==> config.mk <==
export PLATFORM = sky130hd
export DESIGN_NAME = mdu_seq_flat
export DESIGN_NICKNAME = d
export VERILOG_FILES = /design/src/rtl/mdu_seq_pkg.sv /design/src/rtl/mdu_seq_if.sv /design/src/rtl/mdu_negate.sv /design/src/rtl/mdu_seq.sv /design/src/flat_wrapper.sv
export SDC_FILE = /design/constraint.sdc
export NUM_CORES = 2
export LEC_CHECK = 0
export BUFFER_PORTS_ARGS = -buffer_cell sky130_fd_sc_hd__buf_2
export CAP_MARGIN = 10
export CORE_MARGIN = 1.5
export CORE_UTILIZATION = 40
export CTS_BUF_LIST = sky130_fd_sc_hd__clkbuf_4
export CTS_CLUSTER_DIAMETER = 150
export DETAILED_ROUTE_END_ITERATION = 7
export PLACE_DENSITY = 0.6
export SYNTH_ARGS = -nofsm -noshare
export SYNTH_HDL_FRONTEND = slang
export SYNTH_SLANG_ARGS = --single-unit
==> constraint.sdc <==
create_clock -name clk -period 14.45 [get_ports clk]
set_input_delay 2.1675 -clock clk [delete_from_list [all_inputs] [get_ports clk]]
set_output_delay 2.1675 -clock clk [all_outputs]
set_load 0.02 [all_outputs]
==> src/rtl/mdu_seq_pkg.sv <==
`default_nettype none
// ============================================================================
// Module   : mdu_seq_pkg
// Brief    : Shared widths, op encodings and state encodings for mdu_seq.
// Revision : 1.0 - initial release
// ============================================================================
package mdu_seq_pkg;

  localparam int XLEN       = 64;
  localparam int MduOpWidth = 4;
  localparam int CntWidth   = 6;

  typedef enum logic [MduOpWidth-1:0] {
    MduMul    = 4'd0,
    MduMulh   = 4'd1,
    MduMulhsu = 4'd2,
    MduMulhu  = 4'd3,
    MduMulw   = 4'd4,
    MduDiv    = 4'd5,
    MduDivu   = 4'd6,
    MduRem    = 4'd7,
    MduRemu   = 4'd8,
    MduDivw   = 4'd9,
    MduDivuw  = 4'd10,
    MduRemw   = 4'd11,
    MduRemuw  = 4'd12
  } mduOp_e;

  typedef enum logic [1:0] {
    StIdle = 2'd0,
    StCalc = 2'd1,
    StFix  = 2'd2,
    StDone = 2'd3
  } mduState_e;

  function automatic logic [XLEN-1:0] sext32(input logic [31:0] v);
    return {{(XLEN-32){v[31]}}, v};
  endfunction

endpackage
`default_nettype wire

==> src/rtl/mdu_seq_if.sv <==
`default_nettype none
// ============================================================================
// Module   : mdu_seq_if
// Brief    : Request/result handshake bundle between execute and mdu_seq.
// Revision : 1.0 - initial release
// ============================================================================
interface mdu_seq_if;
  import mdu_seq_pkg::*;

  logic                  in_valid;
  logic                  in_ready;
  logic [MduOpWidth-1:0] in_op;
  logic [XLEN-1:0]       in_a;
  logic [XLEN-1:0]       in_b;
  logic                  flush;
  logic                  out_valid;
  logic                  out_ready;
  logic [XLEN-1:0]       out_result;

  modport master (
    output in_valid, in_op, in_a, in_b, flush, out_ready,
    input  in_ready, out_valid, out_result
  );

  modport slave (
    input  in_valid, in_op, in_a, in_b, flush, out_ready,
    output in_ready, out_valid, out_result
  );

endinterface
`default_nettype wire

==> src/rtl/mdu_negate.sv <==
`default_nettype none
// ============================================================================
// Module   : mdu_negate
// Brief    : Combinational conditional two's-complement negate.
// Revision : 1.0 - initial release
// ============================================================================
module mdu_negate
  import mdu_seq_pkg::*;
#(
  parameter int WIDTH = 2 * XLEN
) (
  input  logic [WIDTH-1:0] operand,
  input  logic             doNeg,
  output logic [WIDTH-1:0] negated
);

  assign negated = doNeg ? (~operand + WIDTH'(1)) : operand;

endmodule
`default_nettype wire

==> src/rtl/mdu_seq.sv <==
`default_nettype none
// ============================================================================
// Module   : mdu_seq
// Brief    : Multi-cycle RV64M multiply/divide sequencer (shift-add / restoring).
// Revision : 1.0 - initial release
// ============================================================================
module mdu_seq
  import mdu_seq_pkg::*;
(
  input  logic         clk,
  input  logic         rst,
  mdu_seq_if.slave     bus
);

  mduState_e             r_state, w_nextState;
  logic [CntWidth-1:0]   r_count;
  logic [2*XLEN-1:0]     r_acc;
  logic [XLEN:0]         r_rem;
  logic [XLEN-1:0]       r_op;
  logic [XLEN-1:0]       r_result;
  logic                  r_isDiv, r_isW, r_negRes, r_selHi, r_selRem;

  logic                  w_isW, w_isDiv, w_selHi, w_selRem, w_sgnA, w_sgnB;
  logic [XLEN-1:0]       w_extA, w_extB, w_magA, w_magB, w_minNeg, w_specialRes;
  logic                  w_negA, w_negB, w_divZero, w_ovf, w_special, w_accept, w_lastIter;
  logic [XLEN+1:0]       w_shift, w_trial;
  logic [XLEN:0]         w_sum;
  logic [2*XLEN-1:0]     w_fixIn, w_fixed;
  logic [XLEN-1:0]       w_fixRes;

  always_comb begin
    w_isW    = 1'b0;
    w_isDiv  = 1'b0;
    w_selHi  = 1'b0;
    w_selRem = 1'b0;
    w_sgnA   = 1'b0;
    w_sgnB   = 1'b0;
    case (bus.in_op)
      MduMulh:   begin w_selHi = 1'b1; w_sgnA = 1'b1; w_sgnB = 1'b1; end
      MduMulhsu: begin w_selHi = 1'b1; w_sgnA = 1'b1; end
      MduMulhu:  w_selHi = 1'b1;
      MduMulw:   begin w_isW = 1'b1; w_sgnA = 1'b1; w_sgnB = 1'b1; end
      MduDiv:    begin w_isDiv = 1'b1; w_sgnA = 1'b1; w_sgnB = 1'b1; end
      MduDivu:   w_isDiv = 1'b1;
      MduRem:    begin w_isDiv = 1'b1; w_selRem = 1'b1; w_sgnA = 1'b1; w_sgnB = 1'b1; end
      MduRemu:   begin w_isDiv = 1'b1; w_selRem = 1'b1; end
      MduDivw:   begin w_isDiv = 1'b1; w_isW = 1'b1; w_sgnA = 1'b1; w_sgnB = 1'b1; end
      MduDivuw:  begin w_isDiv = 1'b1; w_isW = 1'b1; end
      MduRemw:   begin w_isDiv = 1'b1; w_isW = 1'b1; w_selRem = 1'b1; w_sgnA = 1'b1; w_sgnB = 1'b1; end
      MduRemuw:  begin w_isDiv = 1'b1; w_isW = 1'b1; w_selRem = 1'b1; end
      default:   ;
    endcase
  end

  assign w_extA = w_isW ? (w_sgnA ? sext32(bus.in_a[31:0]) : {32'b0, bus.in_a[31:0]}) : bus.in_a;
  assign w_extB = w_isW ? (w_sgnB ? sext32(bus.in_b[31:0]) : {32'b0, bus.in_b[31:0]}) : bus.in_b;
  assign w_negA = w_sgnA & w_extA[XLEN-1];
  assign w_negB = w_sgnB & w_extB[XLEN-1];

  mdu_negate #(.WIDTH(XLEN)) u_negA (.operand(w_extA), .doNeg(w_negA), .negated(w_magA));
  mdu_negate #(.WIDTH(XLEN)) u_negB (.operand(w_extB), .doNeg(w_negB), .negated(w_magB));

  // Divide-by-zero and signed overflow bypass the iteration entirely.
  assign w_minNeg  = w_isW ? sext32(32'h8000_0000) : {1'b1, {(XLEN-1){1'b0}}};
  assign w_divZero = w_isDiv & (w_extB == '0);
  assign w_ovf     = w_isDiv & w_sgnA & w_sgnB & (w_extA == w_minNeg) & (&w_extB);
  assign w_special = w_divZero | w_ovf;

  always_comb begin
    w_specialRes = '0;
    if (w_divZero)
      w_specialRes = w_selRem ? (w_isW ? sext32(bus.in_a[31:0]) : bus.in_a) : '1;
    else if (w_ovf)
      w_specialRes = w_selRem ? '0 : w_extA;
  end

  assign w_accept   = bus.in_valid & (r_state == StIdle) & ~bus.flush;
  assign w_lastIter = (r_count == (r_isW ? CntWidth'(31) : CntWidth'(63)));

  always_ff @(posedge clk or posedge rst) begin
    if (rst) r_state <= StIdle;
    else     r_state <= w_nextState;
  end

  always_comb begin
    w_nextState = r_state;
    case (r_state)
      StIdle:  if (w_accept) w_nextState = w_special ? StDone : StCalc;
      StCalc:  if (w_lastIter) w_nextState = StFix;
      StFix:   w_nextState = StDone;
      StDone:  if (bus.out_ready) w_nextState = StIdle;
      default: w_nextState = StIdle;
    endcase
    if (bus.flush) w_nextState = StIdle;
  end

  // Restoring step: the top bit of the 66-bit trial is the borrow.
  assign w_shift = {r_rem, r_acc[XLEN-1]};
  assign w_trial = w_shift - {2'b0, r_op};
  assign w_sum   = {1'b0, r_acc[2*XLEN-1:XLEN]} + (r_acc[0] ? {1'b0, r_op} : '0);

  // W multiplies run 32 steps, leaving the product 32 bits above its final place.
  assign w_fixIn = r_isDiv ? {{XLEN{1'b0}}, (r_selRem ? r_rem[XLEN-1:0] : r_acc[XLEN-1:0])}
                 : (r_isW ? {32'b0, r_acc[2*XLEN-1:32]} : r_acc);

  mdu_negate u_negRes (.operand(w_fixIn), .doNeg(r_negRes), .negated(w_fixed));

  assign w_fixRes = r_isW ? sext32(w_fixed[31:0])
                  : ((!r_isDiv && r_selHi) ? w_fixed[2*XLEN-1:XLEN] : w_fixed[XLEN-1:0]);

  always_ff @(posedge clk or posedge rst) begin
    if (rst) begin
      r_count  <= '0;
      r_acc    <= '0;
      r_rem    <= '0;
      r_op     <= '0;
      r_result <= '0;
      r_isDiv  <= 1'b0;
      r_isW    <= 1'b0;
      r_negRes <= 1'b0;
      r_selHi  <= 1'b0;
      r_selRem <= 1'b0;
    end else begin
      case (r_state)
        StIdle: if (w_accept) begin
          r_count  <= '0;
          r_rem    <= '0;
          r_isDiv  <= w_isDiv;
          r_isW    <= w_isW;
          r_selHi  <= w_selHi;
          r_selRem <= w_selRem;
          r_negRes <= w_selRem ? w_negA : (w_negA ^ w_negB);
          r_op     <= w_isDiv ? w_magB : w_magA;
          if (w_isDiv)
            r_acc <= {{XLEN{1'b0}}, (w_isW ? {w_magA[31:0], 32'b0} : w_magA)};
          else
            r_acc <= {{XLEN{1'b0}}, w_magB};
          if (w_special) r_result <= w_specialRes;
        end
        StCalc: begin
          r_count <= r_count + CntWidth'(1);
          if (r_isDiv) begin
            if (!w_trial[XLEN+1]) begin
              r_rem <= w_trial[XLEN:0];
              r_acc <= {r_acc[2*XLEN-1:XLEN], r_acc[XLEN-2:0], 1'b1};
            end else begin
              r_rem <= w_shift[XLEN:0];
              r_acc <= {r_acc[2*XLEN-1:XLEN], r_acc[XLEN-2:0], 1'b0};
            end
          end else begin
            r_acc <= {w_sum, r_acc[XLEN-1:1]};
          end
        end
        StFix:   r_result <= w_fixRes;
        default: ;
      endcase
    end
  end

  assign bus.in_ready   = (r_state == StIdle);
  assign bus.out_valid  = (r_state == StDone);
  assign bus.out_result = r_result;

endmodule
`default_nettype wire

==> src/flat_wrapper.sv <==
// flat-port wrapper written by rule: the top's interface ports become plain ports
module mdu_seq_flat import mdu_seq_pkg::*;
  (clk, rst, bus_in_valid, bus_in_op, bus_in_a, bus_in_b, bus_flush, bus_out_ready, bus_in_ready, bus_out_valid, bus_out_result);
  mdu_seq_if bus_i ();
  input  logic clk;
  input  logic rst;
  input wire logic [$bits(bus_i.in_valid)-1:0] bus_in_valid;
  input wire logic [$bits(bus_i.in_op)-1:0] bus_in_op;
  input wire logic [$bits(bus_i.in_a)-1:0] bus_in_a;
  input wire logic [$bits(bus_i.in_b)-1:0] bus_in_b;
  input wire logic [$bits(bus_i.flush)-1:0] bus_flush;
  input wire logic [$bits(bus_i.out_ready)-1:0] bus_out_ready;
  output wire logic [$bits(bus_i.in_ready)-1:0] bus_in_ready;
  output wire logic [$bits(bus_i.out_valid)-1:0] bus_out_valid;
  output wire logic [$bits(bus_i.out_result)-1:0] bus_out_result;
  assign bus_i.in_valid = bus_in_valid;
  assign bus_i.in_op = bus_in_op;
  assign bus_i.in_a = bus_in_a;
  assign bus_i.in_b = bus_in_b;
  assign bus_i.flush = bus_flush;
  assign bus_i.out_ready = bus_out_ready;
  assign bus_in_ready = bus_i.in_ready;
  assign bus_out_valid = bus_i.out_valid;
  assign bus_out_result = bus_i.out_result;
  mdu_seq u_core (.clk(clk), .rst(rst), .bus(bus_i));
endmodule
==> results.ini <==
[worst_hold_path]
worst_hold_path_type = flip-flop to flip-flop
holdPathStages = 2

[route]
drt-initial-drc-count = 6310
viasPerCell = 6.72
route.detailed.wl_per_inst_um = 30.1
totalWireLength_mm = 176
dr.pass1.iters = 8
final_antenna_net_count = 0
vias = 39109
drc = 158

[timing]
setup_viol = 0
finalMaxSlewViolations = 0
finalHoldViolations = 0
fin_crit_ns = 6.81
worst_pin_slew_ns = 1.49
finClkSkew_ns = 0.125
fmax_mhz = 147
slew-limit-headroom = 0.00410
rsz0062_at_grt = no
fin_ws_ns = 7.64
period_share = 0.471
fin_setup_tns_ns = 0
fin_hold_ws_ns = 0.478

[synthesis]
synthDistinctLibCells = 91
synth_cells = 4559
synthMuxAreaShare = 0.0512
synth-xor-area-share = 0.0715
synth_top_family_by_area = compound AO/OA/AOI/OAI gates
synth_compound_area_frac = 0.309
synth.net_count = 4835
netlist_area_um2 = 33700
synth-simple-area-share = 0.217
synth_edf_count = 0
synthArstFlopShare = 1.00
synthAdderAreaFrac = 0.0521
synth_flop_cell = dfrtp_1
yosysSeqAreaShare = 0.248
synth.avg_cell_area_um2 = 7.39
ys_ff_latch = 334
yosysWarnings = 0

[cells_and_area]
drive_above_1_share = 0.124
utilization = 0.444
final_common_cell = nand2_1
final_cell_mix = 550 x nand2_1, 505 x o21ai_0, 394 x a21oi_1
fin_cells = 5824
areaGrowthSynthToFinish_pct = 9.98
final_nets = 4934

[place]
port_buffers = 202
placedCellCount = 5634
dp_hpwl_mm = 135
place_ws_ns = 7.67
place_congestion = 1.13

[grt]
grt_pass1_vias = 35397
grt_max_degree = 117
antenna_found_initial = 20
grt.total_usage = 0.398
grt_overflow = 0
grt_pass1_wl_mm = 251

[worst_setup_path]
crit_arrival_ns = 7.59
crit_slowest_cell = nor4_1
crit_chain = mux2i_4 > buf_4 > a222oi_1 > nand4_1 > nor4_1 > nand3_1 > or4_1 > o41ai_2 > xnor2_1 > a221o_1 > o21ai_1 > a21oi_1
cp-end-kind = flip-flop
reg2reg_depth = 12
cp_data_required_time_ns = 15.23
path_max_fanout = 71
slowest_delay_ns = 1.04
cp-start-kind = flip-flop
path_class = flip-flop to flip-flop

[floorplanning]
initial_utilization = 0.403
core_um2 = 83600
die_area_um2 = 86000
io_pins = 203
die_w_um = 293
rows = 106
die_h_um = 293

[pwr]
ir_worst_vdd_uv = 119
p_leak_nw = 15.4
powerDensity_nw_per_um2 = 227

[clock_network]
cts_num_sinks = 334
cts_buffer_depth = 3
cts_root_buf = clkbuf_4
clk_pin_slew_ns = 0.06
cts_setup_buffers = 0
cts_buffers = 102
cts_max_level = 3
clk-insertion-delay-late_ns = 0.98
ctsHoldBuffers = 0
cts_tree = done
post_cts_resized = 0

[status]
status = finished with violations
violations = DRC

[job]
drv_cap = 0

area by class of cell:
cell class | count | area (µm²)
Fill cell | 8693 | 46500
Multi-Input combinational cell | 3777 | 23800
Sequential cell | 334 | 8370
Timing Repair Buffer | 308 | 1810
Tap cell | 1080 | 1350
Clock buffer | 137 | 1030
Inverter | 135 | 514
Clock inverter | 43 | 199
Antenna cell | 10 | 25.0
critical path: cells and delay by family (launching register included):
family,cells,cell delay (ns)
AOI/OAI and AO/OA,5,1.82
and+or+nand+nor,4,2.83
xor gates and xnor gates,1,0.17
muxes,1,0.38
DFF,1,1.02
buffers and inverters,1,0.38
state kept, by name, summed over array words and instances, names as in the netlist, 2 cells and up:
| signal | cells |
|---|---|
| u_core.bus.out_result | 64 |
| u_core.r_acc | 128 |
| u_core.r_rem | 65 |
| u_core.r_state | 2 |
| u_core.r_op | 64 |
| u_core.r_count | 6 |
cells by family after synthesis:
family                     count (synthesis)
DFF                                      334
buffers and inverters                    448
and+or+nand+nor                         1559
adders and majority gates                139
muxes                                    164
AOI/OAI and AO/OA                       1640
xor gates and xnor gates                 275
worst paths after layout:
check	start	endpoint	slack [ns]
max	u_core.r_isDiv	u_core.bus.out_result[57]	7.64
min	u_core.bus.out_result[36]	u_core.bus.out_result[36]	0.48
max reg2reg	u_core.r_isDiv	u_core.bus.out_result[57]	7.64
min reg2reg	u_core.bus.out_result[36]	u_core.bus.out_result[36]	0.48
max in group asynchronous	rst	u_core.r_acc[11]	9.92
min in group asynchronous	rst	u_core.bus.out_result[22]	1.27
metal layers:
layer	part of all wire	wire, µm	global-route usage	vias to the layer above
met3	0.14	23800	0.148	653
met2	0.40	70300	0.562	2681
met5	0.00051	89	0	-
li1	-	-	-	17172
met1	0.38	67400	0.506	18591
met4	0.080	14000	0.261	12
synth_stat cells, types with 80 or more instances:
cell	count	area [µm²]
a21oi_1	395	1980
xor2_1	146	1280
mux2i_1	98	981
ha_1	137	1710
o21ai_0	510	2550
and2_1	80	500
xnor2_1	129	1130
nand2_1	551	2070
nand3_1	119	596
dfrtp_1	334	8360
clkbuf_1	266	998
inv_1	131	492
nor3_1	110	551
nor2_1	369	1390
where the power goes:
group | internal [W] | total, W | switching, W
Combinational | 0.00180 | 0.00549 | 0.00369
Sequential | 0.00127 | 0.00200 | 0.000732
Clock | 0.000442 | 0.000937 | 0.000494
metrics by stage:
step	instance area, µm²	power (W)
after floorplan	33700	0.00507
after global placement	35800	0.00718
after detailed placement	35800	0.00716
after CTS	37000	0.00812
after global routing	37000	0.00878
final	37100	0.00843
No activity file was read; power rests on OpenSTA's default activity.
